$ cat config.mk
export PLATFORM = sky130hd
export DESIGN_NAME = olr2k_add
export DESIGN_NICKNAME = d
export VERILOG_FILES = /design/src/rtl/olr2k_pkg.sv /design/src/rtl/olr2k_digit_tw.sv /design/src/rtl/olr2k_add.sv
export SDC_FILE = /design/constraint.sdc
export NUM_CORES = 1
export LEC_CHECK = 0
export BUFFER_PORTS_ARGS = -buffer_cell sky130_fd_sc_hd__buf_2
export CORE_ASPECT_RATIO = 0.75
export CORE_MARGIN = 10
export CORE_UTILIZATION = 25
export CTS_CLUSTER_DIAMETER = 150
export DETAILED_ROUTE_END_ITERATION = 16
export PLACE_DENSITY = 0.54
export SLEW_MARGIN = 20
export SYNTH_ARGS = -nofsm -noshare
export SYNTH_HDL_FRONTEND = slang
export SYNTH_SLANG_ARGS = --single-unit
$ cat constraint.sdc
create_clock -name clk -period 2.7 [get_ports clk]
set_input_delay 0.405 -clock clk [delete_from_list [all_inputs] [get_ports clk]]
set_output_delay 0.405 -clock clk [all_outputs]
set_load 0.05 [all_outputs]
$ cat src/rtl/olr2k_pkg.sv
// olr2k_pkg: shared digit width/radix helpers, digit-set bounds and FSM encoding for the online adder
package olr2k_pkg;
  typedef enum logic [1:0] {IDLE, RUN, FLUSH} state_e;
  function automatic int dw(input int k);
    return k + 1;
  endfunction
  function automatic int radix(input int k);
    return 1 << k;
  endfunction
  function automatic int dig_max(input int k);
    return (1 << k) - 1;
  endfunction
  function automatic int dig_min(input int k);
    return 1 - (1 << k);
  endfunction
endpackage

$ cat src/rtl/olr2k_digit_tw.sv
// olr2k_digit_tw: per-lane split of x_i+y_i into transfer t_o (+1/0/-1, 2-bit two's complement) and interim w_o, bad_o flags a -2^K input digit
module olr2k_digit_tw import olr2k_pkg::*; #(
  parameter int K = 2,
  localparam int DW = dw(K)
) (
  input  logic [DW-1:0] x_i,
  input  logic [DW-1:0] y_i,
  output logic [1:0]    t_o,
  output logic [DW-1:0] w_o,
  output logic          bad_o
);
  localparam logic signed [DW:0] HI = (DW+1)'(dig_max(K));
  localparam logic signed [DW:0] R = (DW+1)'(radix(K));
  localparam logic [DW-1:0] NEG = {1'b1, {K{1'b0}}};
  logic signed [DW:0] z;
  logic signed [DW:0] wz;
  always_comb begin
    z = $signed({x_i[DW-1], x_i}) + $signed({y_i[DW-1], y_i});
    wz = z >= HI ? z - R : z <= -HI ? z + R : z;
    t_o = z >= HI ? 2'b01 : z <= -HI ? 2'b11 : 2'b00;
    w_o = wz[DW-1:0];
    bad_o = (x_i == NEG) || (y_i == NEG);
  end
endmodule

$ cat src/rtl/olr2k_add.sv
// olr2k_add: MSDF online adder, radix 2^K, LANES lockstep streams; in: clk, reset(async low), in_valid/first/last, x, y; out: s, out_valid/first/last, err(sticky)
module olr2k_add import olr2k_pkg::*; #(
  parameter int K = 2,
  parameter int LANES = 1,
  localparam int DW = dw(K)
) (
  input  logic                  clk,
  input  logic                  reset,
  input  logic                  in_valid,
  input  logic                  in_first,
  input  logic                  in_last,
  input  logic [LANES*DW-1:0]   x,
  input  logic [LANES*DW-1:0]   y,
  output logic [LANES*DW-1:0]   s,
  output logic                  out_valid,
  output logic                  out_first,
  output logic                  out_last,
  output logic                  err
);
  state_e state_q, state_d;
  logic [LANES*DW-1:0] w, wprev_q, wprev_d, s_d;
  logic [LANES-1:0] bad;
  logic accept, flush, proto_err;
  for (genvar i = 0; i < LANES; i++) begin : g_lane
    logic [1:0] t;
    olr2k_digit_tw #(.K(K)) u_tw (
      .x_i  (x[i*DW +: DW]),
      .y_i  (y[i*DW +: DW]),
      .t_o  (t),
      .w_o  (w[i*DW +: DW]),
      .bad_o(bad[i])
    );
    // flush emits the held interim digit with no incoming transfer
    assign s_d[i*DW +: DW] = wprev_q[i*DW +: DW] + (flush ? DW'(0) : {{(DW-2){t[1]}}, t});
  end
  always_comb begin
    flush = state_q == FLUSH;
    accept = in_valid & (state_q == IDLE ? in_first : (state_q == RUN) & ~in_first);
    // every valid beat that is not accepted is a protocol violation
    proto_err = in_valid & ~accept;
    wprev_d = flush ? '0 : accept ? w : wprev_q;
    state_d = flush ? IDLE : accept ? (in_last ? FLUSH : RUN) : state_q;
  end
  always_ff @(posedge clk or negedge reset) begin
    if (!reset) begin
      state_q <= IDLE;
      wprev_q <= '0;
      s <= '0;
      out_valid <= 1'b0;
      out_first <= 1'b0;
      out_last <= 1'b0;
      err <= 1'b0;
    end else begin
      state_q <= state_d;
      wprev_q <= wprev_d;
      out_valid <= accept | flush;
      out_first <= accept & (state_q == IDLE);
      out_last <= flush;
      if (accept | flush) s <= s_d;
      if (proto_err | (accept & |bad)) err <= 1'b1;
    end
  end
endmodule

==> metrics.txt <==
total standard cell area after synthesis=708 um^2; Worst Hold Margin=0.0421 ns; CTS H-tree depth=1; vias=617; Period Utilization, post-route=0.963; Slowest Stage Delay on Critical Path=0.36 ns; worst-margin pin slew=0.467 ns; slowest cell on the critical path=sky130_fd_sc_hd__fa_2; area after detailed placement=868 um^2; number of I/O pins=18; synthesized area per cell=9.70 um^2; start-to-end type of the worst setup path=in -> reg; setup total negative slack=0 ns; Worst IR Drop VDD=578 uV; number of sinks handled by clock tree synthesis=12; clock transition time at the flip-flop clock pins of the worst setup and hold paths=0.05 ns; cell chain of the critical path=buf_6 -> ha_4 -> fa_2 -> xor2_2 -> and2_4 -> nor2b_4 -> a211oi_2 -> ha_2 -> inv_2 -> fa_2 -> xor2_2 -> o311a_1 -> a31oi_1; number of rows created at floorplan=16; antenna violations before repair=0; CTS tree=built; number of maximum-capacitance violations=0; number of distinct library cells after synthesis=25; worst clock skew on the final layout=0.00285 ns; Initial Util=0.266; n_diodes=0; die width=81.5 um; vias in the first global route=624; leading cell type in the layout, fill and taps excluded=sky130_fd_sc_hd__buf_2; detailed placer's ending HPWL=1390 um; Total Die Area=0.00538 mm^2; Die Y=66.1 um; run status=completed; First DRT Iteration DRCs=35; peak fanout along the critical path=3; Critical Path End Type=flop; Critical Path Start Type=input pin; remaining antenna violation count=0; number of register bits inferred by synthesis=12; Clock Tree Buf Depth=2; final setup violation count=0; class of the tightest hold or removal check=in -> async; power density relative to cell area=1050 mW/mm^2; last weighted congestion value of the routability-driven placer=0.780; first-pass GRT wire length=2820 um; TritonCTS Buffers=3; total placed cells including tap cells=129; Final Routed Wirelength=1860 um; DRT Pass-1 Iters=4; Highest Clock Rate=385 MHz; area growth from synthesis to layout=40.1%; detail-routed net length per standard cell=13.9 um; max-slew violation count=0; number of instances in the synthesized netlist=73; PortBufs=17; post-layout instance count excluding filler cells=134; number of design rule violations left after detail routing=0; Relative slew margins=0.688; clock latency reported for the late side of the worst-skew pair=0.24 ns; Final Hold Viols=0; GR Util All Layers=0.0670; placeable core region=0.00266 mm^2; arrival time of data at the critical path endpoint=2.71 ns; share of the yosys chip area belonging to registers=0.424; Via density=4.60; final design area excluding fillers=992 um^2; maximum number of pins on one net before global-route repair=13; leakage=0.000443 uW; top library cells by usage in the layout, fill and taps aside=15 x sky130_fd_sc_hd__buf_2, 12 x sky130_fd_sc_hd__dfrtp_1, 7 x sky130_fd_sc_hd__a21oi_1, 7 x sky130_fd_sc_hd__nor2_1, 6 x sky130_fd_sc_hd__buf_4; number of fill cells in the layout=264; final critical delay including setup and external delays=2.60 ns; total power=1040 uW; count of warnings emitted by yosys=0; share of final-layout standard cells stronger than drive strength 1=0.398; final global-route overflow total=0; number of hold-repair buffers added at the cts stage=0; total number of nets in the final design=116; Clock Root Buffer=sky130_fd_sc_hd__clkbuf_8; critical path required time=2.81 ns; syn nets=90
## routing by layer
metal | track usage | up-vias | share of wire
met5 | 0 | - | 0
met4 | 0.00647 | 0 | 0
met3 | 0.0448 | 0 | 0.089
met2 | 0.0965 | 15 | 0.46
met1 | 0.0833 | 297 | 0.45
li1 | - | 305 | -
## final cells by class
class	count	area (um^2)	share of cell area
Tap cell	36	45.0	0.0454
Inverter	5	18.8	0.0189
Clock buffer	4	55.1	0.0555
Multi-Input combinational cell	54	430	0.434
Sequential cell	12	300	0.303
Timing Repair Buffer	23	143	0.144
## worst max-delay path: cells and delay by family
family | cells | cell delay (ns)
XOR/XNOR | 2 | 0.32
AO/OA/AOI/OAI | 3 | 0.45
adder cells (fa/ha/maj) | 4 | 1.08
AND/OR/NAND/NOR | 2 | 0.29
buffers and inverters | 2 | 0.14
## timing repair
action / in CTS / in global routing
buffers inserted: 0 / 1
setup endpoints to repair: 1 / 1
cloned: 0 / 0
gates resized for setup: 1 / 14
pin swaps: 0 / 7
## cell usage after synthesis (all sizes together)
master / n / area (um^2)
nor2b: 5 / 31.3
mux2: 1 / 11.3
a22o: 1 / 8.76
or3: 1 / 6.26
a211oi: 3 / 22.5
xor2: 2 / 17.5
or2: 1 / 6.26
dfrtp: 12 / 300
a21o: 1 / 7.51
a21oi: 8 / 40.0
buf: 2 / 12.5
o311a: 1 / 10.0
fa: 2 / 40.0
and2: 1 / 6.26
o221ai: 1 / 8.76
o22ai: 3 / 18.8
a31oi: 1 / 6.26
ha: 4 / 50.1
xnor2: 1 / 8.76
o21ai: 4 / 20.0
nand2b: 3 / 18.8
inv: 5 / 18.8
nor2: 7 / 26.3
nand2: 3 / 11.3
## worst paths after layout
path                       depth (start not counted)        from         end  slack (ns)
max                                               13        x[0]        s[2]        0.10
min                                                1       reset         err        0.04
max reg2reg                                        8  state_q[0]        s[2]        0.72
min reg2reg                                        1         err         err        0.45
max in group asynchronous                          1       reset        s[0]        2.43
min in group clk                                   2     in_last  state_q[0]        0.39
## report_power, final
group | leakage (uW) | internal, uW | total (uW) | switching (uW)
clock network | 0.0000288 | 129 | 194 | 65.0
registers | 0.000148 | 256 | 305 | 49.0
logic | 0.000266 | 199 | 544 | 345
## kinds of logic (layout without fill, tap and decap cells)
group | Yosys count | after routing | share of synthesized area
simple gates | 21 | 21 | 0.150
xor+xnor | 3 | 3 | 0.0371
buf+inv | 7 | 32 | 0.0442
mux | 1 | 1 | 0.0159
flops | 12 | 12 | 0.424
compound gates | 23 | 23 | 0.201
fa+ha+maj | 6 | 6 | 0.127
## metrics by stage
step / util / setup slack [ns]
finish: 0.373 / 0.101
global route: 0.373 / -0.0235
CTS: 0.349 / 0.0283
detailed placement: 0.326 / -0.315
global placement: 0.326 / -0.265
floorplan: - / 0.00413
## sequential cells by signal, summed over array words and instances, names as in the netlist
register	flops
out_first	1
err	1
state_q	2
wprev_q	3
s	3
out_last	1
out_valid	1
(Power assumes the default switching activity.)
